==> src/rtl/load_store_unit_if.sv <==
// Core/bus signal bundle for load_store_unit. master = core + memory side, slave = the LSU.
interface load_store_unit_if #(
  parameter int ADDR_W = 32
);
  logic              req_valid;
  logic              req_we;
  logic [2:0]        req_ctrl;
  logic [ADDR_W-1:0] req_addr;
  logic [31:0]       req_wdata;
  logic              stall;
  logic              rsp_valid;
  logic [31:0]       rsp_rdata;
  logic              rsp_err;
  logic              bus_valid;
  logic              bus_we;
  logic [ADDR_W-1:0] bus_addr;
  logic [3:0]        bus_wstrb;
  logic [31:0]       bus_wdata;
  logic              bus_ready;
  logic [31:0]       bus_rdata;

  modport master (
    output req_valid, req_we, req_ctrl, req_addr, req_wdata, bus_ready, bus_rdata,
    input  stall, rsp_valid, rsp_rdata, rsp_err, bus_valid, bus_we, bus_addr, bus_wstrb, bus_wdata
  );

  modport slave (
    input  req_valid, req_we, req_ctrl, req_addr, req_wdata, bus_ready, bus_rdata,
    output stall, rsp_valid, rsp_rdata, rsp_err, bus_valid, bus_we, bus_addr, bus_wstrb, bus_wdata
  );
endinterface

==> src/rtl/load_store_unit.sv <==
// Data-memory load/store unit: byte strobes, load extension, core stall, misalign/timeout errors.
// Define LSU_MISALIGN_SPLIT_EN to run misaligned HW/W accesses as two bus beats instead of erroring.
module load_store_unit #(
  parameter int ADDR_W      = 32,
  parameter int TIMEOUT_CYC = 255
) (
  input logic              clk,
  input logic              rst_n,
  load_store_unit_if.slave lsu
);

`ifdef LSU_MISALIGN_SPLIT_EN
  localparam bit SPLIT = 1'b1;
`else
  localparam bit SPLIT = 1'b0;
`endif

  localparam int CNT_W = (TIMEOUT_CYC > 1) ? $clog2(TIMEOUT_CYC) : 1;
  localparam logic [CNT_W-1:0] CNT_MAX = CNT_W'((TIMEOUT_CYC > 0) ? TIMEOUT_CYC - 1 : 0);

  typedef enum logic [1:0] {SZ_B = 2'd0, SZ_H = 2'd1, SZ_W = 2'd2} sz_e;

  typedef struct packed {
    logic       we;
    sz_e        sz;
    logic       uns;
    logic       mis;
    logic [1:0] off;
  } cmd_t;

  typedef enum logic [1:0] {
    IDLE = 2'd0,
    BUS  = 2'd1,
    RESP = 2'd2
`ifdef LSU_MISALIGN_SPLIT_EN
    , BUS2 = 2'd3
`endif
  } state_e;

  state_e            state, state_d;
  cmd_t              cmd_d, cmd_q;
  logic [7:0]        strb8;
  logic [31:0]       wd_rep, wd_rot;
  logic [63:0]       wd_dbl;
  logic [CNT_W-1:0]  cnt;
  logic              tmo_hit, in_bus, err_q;
  logic [ADDR_W-1:0] bus_addr_q;
  logic [3:0]        bus_wstrb_q, strb_hi;
  logic [31:0]       wdata_q, rdata_q;
`ifdef LSU_MISALIGN_SPLIT_EN
  logic [31:0]       rd_lo;
`endif

  // Lane select + extension; beat-2 word sits in the upper half for split loads.
  function automatic logic [31:0] load_ext(input logic [63:0] pair, input cmd_t c);
    logic [63:0] sh;
    sh = pair >> {c.off, 3'b000};
    case (c.sz)
      SZ_B:    load_ext = c.uns ? {24'b0, sh[7:0]}  : {{24{sh[7]}}, sh[7:0]};
      SZ_H:    load_ext = c.uns ? {16'b0, sh[15:0]} : {{16{sh[15]}}, sh[15:0]};
      default: load_ext = sh[31:0];
    endcase
  endfunction

  always_comb begin
    cmd_d     = '0;
    cmd_d.sz  = SZ_W;
    cmd_d.we  = lsu.req_we;
    cmd_d.off = lsu.req_addr[1:0];
    if (lsu.req_we) begin
      case (lsu.req_ctrl)
        3'd0:    cmd_d.sz = SZ_B;
        3'd1:    cmd_d.sz = SZ_H;
        default: cmd_d.sz = SZ_W;
      endcase
    end else begin
      case (lsu.req_ctrl)
        3'd0, 3'd4: cmd_d.sz = SZ_B;
        3'd1, 3'd5: cmd_d.sz = SZ_H;
        default:    cmd_d.sz = SZ_W;
      endcase
    end
    cmd_d.uns = !lsu.req_we && (lsu.req_ctrl == 3'd4 || lsu.req_ctrl == 3'd5);
    cmd_d.mis = (cmd_d.sz == SZ_H && cmd_d.off[0]) || (cmd_d.sz == SZ_W && cmd_d.off != 2'd0);
    strb8  = 8'b0000_1111;
    wd_rep = lsu.req_wdata;
    case (cmd_d.sz)
      SZ_B: begin
        strb8  = 8'b0000_0001 << cmd_d.off;
        wd_rep = {4{lsu.req_wdata[7:0]}};
      end
      SZ_H: begin
        strb8  = 8'b0000_0011 << cmd_d.off;
        wd_rep = {2{lsu.req_wdata[15:0]}};
      end
      default: begin
        strb8  = 8'b0000_1111 << cmd_d.off;
        wd_rep = lsu.req_wdata;
      end
    endcase
    // Rotated data lands every byte in its lane for both beats of a split store.
    wd_dbl = {lsu.req_wdata, lsu.req_wdata} << {cmd_d.off, 3'b000};
    wd_rot = wd_dbl[63:32];
  end

  assign tmo_hit = (TIMEOUT_CYC > 0) && (cnt == CNT_MAX);

  always_comb begin
    state_d = state;
    case (state)
      IDLE: if (lsu.req_valid) state_d = (cmd_d.mis && !SPLIT) ? RESP : BUS;
      BUS: begin
        if (lsu.bus_ready) begin
`ifdef LSU_MISALIGN_SPLIT_EN
          state_d = cmd_q.mis ? BUS2 : RESP;
`else
          state_d = RESP;
`endif
        end else if (tmo_hit) begin
          state_d = RESP;
        end
      end
`ifdef LSU_MISALIGN_SPLIT_EN
      BUS2: if (lsu.bus_ready || tmo_hit) state_d = RESP;
`endif
      RESP:    state_d = IDLE;
      default: state_d = IDLE;
    endcase
  end

  always_ff @(posedge clk or negedge rst_n) begin
    if (!rst_n) state <= IDLE;
    else        state <= state_d;
  end

  always_ff @(posedge clk or negedge rst_n) begin
    if (!rst_n) begin
      cmd_q       <= '0;
      cnt         <= '0;
      err_q       <= 1'b0;
      bus_addr_q  <= '0;
      bus_wstrb_q <= '0;
      strb_hi     <= '0;
      wdata_q     <= '0;
      rdata_q     <= '0;
`ifdef LSU_MISALIGN_SPLIT_EN
      rd_lo       <= '0;
`endif
    end else begin
      case (state)
        IDLE: if (lsu.req_valid) begin
          cmd_q       <= cmd_d;
          cnt         <= '0;
          err_q       <= cmd_d.mis && !SPLIT;
          bus_addr_q  <= {lsu.req_addr[ADDR_W-1:2], 2'b00};
          bus_wstrb_q <= strb8[3:0];
          strb_hi     <= strb8[7:4];
          wdata_q     <= (SPLIT && cmd_d.mis) ? wd_rot : wd_rep;
        end
        BUS: begin
          cnt <= cnt + 1'b1;
          if (lsu.bus_ready) begin
`ifdef LSU_MISALIGN_SPLIT_EN
            rd_lo <= lsu.bus_rdata;
`endif
            if (SPLIT && cmd_q.mis) begin
              bus_addr_q  <= bus_addr_q + ADDR_W'(4);
              bus_wstrb_q <= strb_hi;
              cnt         <= '0;
            end else if (!cmd_q.we) begin
              rdata_q <= load_ext({lsu.bus_rdata, lsu.bus_rdata}, cmd_q);
            end
          end else if (tmo_hit) begin
            err_q <= 1'b1;
          end
        end
`ifdef LSU_MISALIGN_SPLIT_EN
        BUS2: begin
          cnt <= cnt + 1'b1;
          if (lsu.bus_ready) begin
            if (!cmd_q.we) rdata_q <= load_ext({lsu.bus_rdata, rd_lo}, cmd_q);
          end else if (tmo_hit) begin
            err_q <= 1'b1;
          end
        end
`endif
        default: cnt <= '0;
      endcase
    end
  end

`ifdef LSU_MISALIGN_SPLIT_EN
  assign in_bus = (state == BUS) || (state == BUS2);
`else
  assign in_bus = (state == BUS);
`endif

  assign lsu.stall     = (state == IDLE && lsu.req_valid) || in_bus;
  assign lsu.bus_valid = in_bus;
  assign lsu.bus_we    = in_bus && cmd_q.we;
  assign lsu.bus_addr  = bus_addr_q;
  assign lsu.bus_wstrb = bus_wstrb_q;
  assign lsu.bus_wdata = wdata_q;
  assign lsu.rsp_valid = (state == RESP);
  assign lsu.rsp_err   = (state == RESP) && err_q;
  assign lsu.rsp_rdata = rdata_q;

endmodule
==> src/flat_wrapper.sv <==
// flat-port wrapper written by rule: the top's interface ports become plain ports
module load_store_unit_flat 
#(
  parameter int ADDR_W      = 32,
  parameter int TIMEOUT_CYC = 255
)
  (clk, rst_n, lsu_req_valid, lsu_req_we, lsu_req_ctrl, lsu_req_addr, lsu_req_wdata, lsu_bus_ready, lsu_bus_rdata, lsu_stall, lsu_rsp_valid, lsu_rsp_rdata, lsu_rsp_err, lsu_bus_valid, lsu_bus_we, lsu_bus_addr, lsu_bus_wstrb, lsu_bus_wdata);
  load_store_unit_if #(.ADDR_W(ADDR_W)) lsu_i ();
  input logic clk;
  input logic rst_n;
  input wire logic [$bits(lsu_i.req_valid)-1:0] lsu_req_valid;
  input wire logic [$bits(lsu_i.req_we)-1:0] lsu_req_we;
  input wire logic [$bits(lsu_i.req_ctrl)-1:0] lsu_req_ctrl;
  input wire logic [$bits(lsu_i.req_addr)-1:0] lsu_req_addr;
  input wire logic [$bits(lsu_i.req_wdata)-1:0] lsu_req_wdata;
  input wire logic [$bits(lsu_i.bus_ready)-1:0] lsu_bus_ready;
  input wire logic [$bits(lsu_i.bus_rdata)-1:0] lsu_bus_rdata;
  output wire logic [$bits(lsu_i.stall)-1:0] lsu_stall;
  output wire logic [$bits(lsu_i.rsp_valid)-1:0] lsu_rsp_valid;
  output wire logic [$bits(lsu_i.rsp_rdata)-1:0] lsu_rsp_rdata;
  output wire logic [$bits(lsu_i.rsp_err)-1:0] lsu_rsp_err;
  output wire logic [$bits(lsu_i.bus_valid)-1:0] lsu_bus_valid;
  output wire logic [$bits(lsu_i.bus_we)-1:0] lsu_bus_we;
  output wire logic [$bits(lsu_i.bus_addr)-1:0] lsu_bus_addr;
  output wire logic [$bits(lsu_i.bus_wstrb)-1:0] lsu_bus_wstrb;
  output wire logic [$bits(lsu_i.bus_wdata)-1:0] lsu_bus_wdata;
  assign lsu_i.req_valid = lsu_req_valid;
  assign lsu_i.req_we = lsu_req_we;
  assign lsu_i.req_ctrl = lsu_req_ctrl;
  assign lsu_i.req_addr = lsu_req_addr;
  assign lsu_i.req_wdata = lsu_req_wdata;
  assign lsu_i.bus_ready = lsu_bus_ready;
  assign lsu_i.bus_rdata = lsu_bus_rdata;
  assign lsu_stall = lsu_i.stall;
  assign lsu_rsp_valid = lsu_i.rsp_valid;
  assign lsu_rsp_rdata = lsu_i.rsp_rdata;
  assign lsu_rsp_err = lsu_i.rsp_err;
  assign lsu_bus_valid = lsu_i.bus_valid;
  assign lsu_bus_we = lsu_i.bus_we;
  assign lsu_bus_addr = lsu_i.bus_addr;
  assign lsu_bus_wstrb = lsu_i.bus_wstrb;
  assign lsu_bus_wdata = lsu_i.bus_wdata;
  load_store_unit #(.ADDR_W(ADDR_W), .TIMEOUT_CYC(TIMEOUT_CYC)) u_core (.clk(clk), .rst_n(rst_n), .lsu(lsu_i));
endmodule
==> config.mk <==
export PLATFORM = sky130hd
export DESIGN_NAME = load_store_unit_flat
export DESIGN_NICKNAME = d
export VERILOG_FILES = /design/src/rtl/load_store_unit_if.sv /design/src/rtl/load_store_unit.sv /design/src/flat_wrapper.sv
export SDC_FILE = /design/constraint.sdc
export NUM_CORES = 1
export LEC_CHECK = 0
export BUFFER_PORTS_ARGS = -buffer_cell sky130_fd_sc_hd__buf_2
export CAP_MARGIN = 0
export CORE_ASPECT_RATIO = 0.8
export CORE_MARGIN = 4
export CORE_UTILIZATION = 45
export DETAILED_ROUTE_END_ITERATION = 8
export PLACE_DENSITY_LB_ADDON = 0.1
export SLEW_MARGIN = 15
export SYNTH_ARGS = -nofsm -noshare
export SYNTH_HDL_FRONTEND = slang
export SYNTH_SLANG_ARGS = --single-unit
==> constraint.sdc <==
create_clock -name clk -period 1.6 [get_ports clk]
set_clock_uncertainty 0.2 [all_clocks]
set_input_delay 0 -clock clk [delete_from_list [all_inputs] [get_ports clk]]
set_output_delay 0 -clock clk [all_outputs]
set_load 0.01 [all_outputs]
==> results of run 1 <==
per-stage QoR:
stage               setup slack (ps)  area (µm²)  instances
finish                        -180.5        9330       1131
global placement              -156.2        7003        966
floorplan                     -52.05        5639        614
global route                  -236.6        9330       1131
detailed placement            -231.6        7003        966
CTS                           -159.9        8912       1114
how the worst max path moves through the flow:
stage / start / endpoint / depth (start not counted) / slack [ps]
finish: u_core.cmd_q[1] / u_core.lsu.rsp_rdata[19] / 4 / -180
global placement: u_core.cmd_q[1] / u_core.lsu.rsp_rdata[21] / 4 / -160
CTS: u_core.cmd_q[1] / u_core.lsu.rsp_rdata[17] / 5 / -160
detailed placement: u_core.cmd_q[1] / u_core.lsu.rsp_rdata[29] / 4 / -230
floorplan: u_core.cmd_q[1] / u_core.lsu.rsp_rdata[20] / 7 / -50
global route: u_core.cmd_q[1] / u_core.lsu.rsp_rdata[19] / 4 / -240
cells by family after synthesis:
kind of cell | after synthesis | synth area share [%]
other | 1 | 0.06690
multiplexers | 50 | 9.621
AND/OR/NAND/NOR | 262 | 19.15
buffers and inverters | 50 | 5.000
flip-flops | 115 | 51.34
adder cells (fa/ha/maj) | 2 | 0.4464
AO/OA/AOI/OAI | 133 | 14.37
state kept, by name (all words and copies together), names as in the netlist:
signal and flops:
u_core.lsu.bus_addr 30, u_core.state 2, u_core.cnt 8, u_core.err_q 1, u_core.cmd_q 6, u_core.lsu.bus_wdata 32, u_core.lsu.rsp_rdata 32, u_core.lsu.bus_wstrb 4
cell type report:
| type | count | share of cell area [%] |
|---|---|---|
| multi-input cells | 449 | 29.30 |
| clock buffers | 27 | 5.605 |
| diodes | 3 | 0.08046 |
| well taps | 152 | 2.038 |
| repair buffers | 376 | 31.35 |
| inverters | 5 | 0.2548 |
| flip-flops and latches | 115 | 30.88 |
| clock inverters | 4 | 0.4828 |
metal layers:
metal,GRT usage [%],vias up
met5,0,-
met3,8.738,68
li1,-,2805
met4,13.72,0
met1,33.66,2923
met2,45.65,333
Yosys cell counts, drive strengths merged, types with 3 or more instances:
cell | count | area (µm²)
nand2 | 189 | 709.4
dfrtp | 115 | 2878
nor2 | 48 | 180.2
o21ai | 48 | 240.2
a21oi | 37 | 188.9
buf | 32 | 211.5
mux2 | 25 | 289.0
mux2i | 25 | 250.2
a221oi | 15 | 137.6
clkbuf | 13 | 50.04
a31oi | 12 | 75.07
o211ai | 8 | 60.06
a211oi | 4 | 30.03
and2 | 4 | 25.02
nand3 | 4 | 20.02
inv | 3 | 11.26
nand2b | 3 | 26.27
nor2b | 3 | 18.77
critical path: stages, from the launching register on:
cell      delay, ps
dfrtp_2         470
buf_12          200
mux2_2          380
a221oi_2        290
a21oi_1         120
power by group through the flow:
stage                     Clock, µW  Combinational [µW]  Sequential, µW
after global routing           3860                5960            4660
after detailed placement          0                4320            4520
after global placement            0                4240            4520
after floorplan                   0                2010            4870
final                          3670                5540            4560
after CTS                      3700                4970            4520
what timing repair did:
action / CTS / global route
cloned: 2 / 7
buffers inserted: 13 / 9
endpoints found under the setup margin: 33 / 65
pin swaps: 15 / 32
resized for setup: 47 / 61
hold buffers: 102 / 0
hold endpoints to repair: 229 / 0
==> out/metrics.cfg, run 1 <==
[status]
status=complete, but fails checks
violations=setup timing

[power_and_ir_drop]
power.internal_uw=8865
pwr-share-clk_pct=26.6
p_total_uw=13760
irDropWorstVdd_mv=0.9611
pwr-share-seq_pct=33.1
combPwrFrac_pct=40.3
powerDensity_nw_per_um2=1475
swShare_pct=35.58
leakagePower_uw=0.004629
power.net_switching_uw=4897

[clock_network]
cts_buffers=17
insertion_delay_ps=420
htreeDepth=4
cts_max_path_buffers=2
tritoncts=done
clkTransAtPathRegs_ps=50
cts_root_buffer=clkbuf_16
clkSinkCount=115

[grt]
grt_pass1_wl_um=31690
antenna_found_initial=3
grt_pass1_vias=6358
grt_max_degree=51
globalRouteTotalUtil_pct=27.95
grt_overflow=0

[critical_path]
end_kind=flip-flop
criticalPathCategory=flip-flop to flip-flop
timing.rr.end=u_core.lsu.rsp_rdata[19]
r2r_start=u_core.cmd_q[1]
critPathMaxFanout=15
r2r.worst_path.cells=4
cp.arrival_ps=1870
r2r_setup_slack_ps=-180
crit_required_ps=1690
start_kind=flip-flop

[drt]
top_layer=met4
dr_wl_met3_um=1615
num_vias=6129
routed_wl_um=20890
wl_met2_um=10190
drc=0
via_per_inst=5.419
dr.pass1.iters=7
ant_nets=0
wire_per_inst_um=18.47
drtIter0Drc=433
wl_met1_um=8370

[cells_and_area]
final_cell_mix=201 x buf_2, 182 x nand2_1, 112 x dfrtp_1, 102 x dlygate4sd3_1, 46 x nor2_1
mostFrequentLayoutCell=buf_2
fin_nets=1070
multiInputGateArea_um2=2734
area_delta_synth_final_pct=66.45
layout-drive-gt1-share_pct=39.45
post-route-util_pct=76.72
n_fill_cell=819
regArea_um2=2882

[sta]
rsz0062_at_grt=yes
fin_crit_sh_pct=111.3
setup_slack_ps=-180.5
whs_ps=86.11
drv_slew=0
hold_viol_final=0
fin_crit_ps=1781
clock.fmax_mhz=561.6
finalSetupViolCount=32
tns_ps=-3236

[floorplanning]
die_h_um=107.8
initial_core_util_pct=46.09
rows=36
core-area_um2=12160
die_w_um=132.8
ios=209
die_area_um2=14320

[yosys]
yosysUniqueCellTypes=45
synth_seq_cells=115
synthesis.area_um2=5605
yosys_warnings=0
synth_edf_count=0
async_flop_share_pct=100.0
syn_area_per_cell_um2=9.144
synth_seq_area_share_pct=51.34
synth_flop_cell=dfrtp_1
syn_inst=613

[hold_path]
hold_end=u_core.lsu.rsp_rdata[31]
hold_depth=5
hold_path.class=input pin to flip-flop
min_from=lsu_bus_rdata[23]

[run]
drv_cap=0

[placement]
portBuffers=206
gp_congestion=0.8379
dpl.hpwl_um=11960

No activity file was read; power rests on OpenSTA's default activity.
==> run 2, diff against run 1 <==
- PLACE_DENSITY: unset -> 0.77
- PLACE_DENSITY_LB_ADDON: 0.1 -> unset
==> run 2 against run 1 <==
Effect of this change:
- the flow still finishes with violations (setup timing)
- sequential power hardly changed
- non-clock buffer count is 12 lower
- final area is 1.2% lower
- critical path depth is 2 higher
- routed wire length is 0.76% higher
- worst setup slack better by 18 ps
- sequential cell count stayed put
- register-to-register slack better by 20 ps
- sequential share of layout area is 0.35 points higher
- global-route usage is 0.81 points higher
==> out/metrics.cfg, run 2 (same netlist as run 1, synthesis figures left out) <==
[placement]
gp_congestion=0.9344
dpl.hpwl_um=12350
dpl-instance-area_um2=7013
portBuffers=206

[run]
drv_cap=0

[clock_network]
cts_buffers=17
htreeDepth=4
tritoncts=done
cts_max_path_buffers=2
clkTransAtPathRegs_ps=50
clkSinkCount=115
cts_root_buffer=clkbuf_16
insertion_delay_ps=410

[floorplanning]
die_area_um2=14320
core-area_um2=12160
die_w_um=132.8
initial_core_util_pct=46.09
die_h_um=107.8
ios=209
rows=36

[critical_path]
cp.arrival_ps=1840
crit_required_ps=1680
start_kind=flip-flop
criticalPathCategory=flip-flop to flip-flop
critPathMaxFanout=8
end_kind=flip-flop
r2r.worst_path.cells=6

[power_and_ir_drop]
irDropWorstVdd_mv=0.9188
leakagePower_uw=0.004563
powerDensity_nw_per_um2=1505

[cells_and_area]
n_fill_cell=771
fin_nets=1058
regArea_um2=2879
layout-drive-gt1-share_pct=38.86
mostFrequentLayoutCell=buf_2
final_cell_mix=201 x buf_2, 186 x nand2_1, 114 x dfrtp_1, 104 x dlygate4sd3_1, 47 x nor2_1
finalInstanceArea_um2=9219
antenna_cells=0
area_delta_synth_final_pct=64.46
multiInputGateArea_um2=2756

[drt]
via_per_inst=5.401
drc=0
dr.pass1.iters=5
wire_per_inst_um=18.84
ant_nets=0
num_vias=6033
routed_wl_um=21050
drtIter0Drc=371

[grt]
grt_overflow=0
grt_pass1_vias=6313
globalRouteTotalUtil_pct=28.76
grt_pass1_wl_um=32510
grt_max_degree=44
antenna_found_initial=0

[sta]
rsz0062_at_grt=yes
fin_crit_sh_pct=110.1
hold_viol_final=0
whs_ps=120.5
finalSetupViolCount=30
clock.fmax_mhz=567.4
drv_slew=0
setup_slack_ps=-162.3
fin_crit_ps=1762

[hold_path]
hold_path.class=input pin to flip-flop
hold_depth=4

[status]
violations=setup timing
status=complete, but fails checks

-- run 2: power breakdown --
| group | internal, µW | total, µW | switching, µW |
|---|---|---|---|
| clock | 2510 | 3970 | 1460 |
| sequential | 3880 | 4560 | 673 |
| combinational | 2420 | 5350 | 2930 |
| total | 8820 | 13900 | 5060 |
-- run 2: critical path: stages, from the launching register on --
cell	delay (ps)
dfrtp_1	390
buf_6	130
mux2_4	320
nor3_4	160
nand4bb_4	200
buf_8	150
a31oi_1	80
-- run 2: what timing repair did --
item,in CTS,in global routing
cloned,1,3
gates resized for setup,32,65
endpoints found under the hold margin,228,0
setup endpoints to repair,33,36
hold buffers,104,0
buffers inserted,10,5
pin swaps,4,9
-- run 2: layout make-up --
| cell class | instances | area share, % |
|---|---|---|
| multi-input combinational | 449 | 29.90 |
| timing repair buffer | 364 | 29.86 |
| clock inverter | 14 | 1.954 |
| inverter | 5 | 0.2307 |
| sequential | 115 | 31.23 |
| tap | 152 | 2.063 |
| clock buffer | 18 | 4.764 |
-- run 2: routing by layer --
metal | wire length [µm] | GRT usage [%]
met1 | 8177 | 34.16
met2 | 10660 | 49.82
met3 | 1652 | 8.879
met4 | 559 | 9.718
met5 | 0 | 0
-- run 2: per-stage QoR --
step | setup TNS (ps) | util [%] | std cells | worst slack [ps] | power, µW
2_1_floorplan | -536.4 | - | 614 | -52.05 | 6877
3_3_place_gp | -2468 | 57.66 | 964 | -145.6 | 8733
3_5_place_dp | -3526 | 57.66 | 964 | -156.4 | 8823
4_1_cts | -2932 | 73.16 | 1111 | -129.8 | 13430
5_1_grt | -4862 | 75.80 | 1117 | -195.6 | 14570
6_report | -3104 | 75.80 | 1117 | -162.3 | 13870
-- run 2: path summary, 6_finish.rpt --
kind | from | to | slack, ps
worst max-delay path | u_core.cmd_q[1] | u_core.lsu.rsp_rdata[23] | -160
worst min-delay path | lsu_req_addr[10] | u_core.lsu.bus_addr[10] | 120
worst max register to register | u_core.cmd_q[1] | u_core.lsu.rsp_rdata[23] | -160
worst min register to register | u_core.lsu.bus_addr[16] | u_core.lsu.bus_addr[16] | 270
max in group asynchronous | rst_n | u_core.lsu.bus_addr[2] | 180
min in group asynchronous | rst_n | u_core.lsu.rsp_rdata[30] | 420
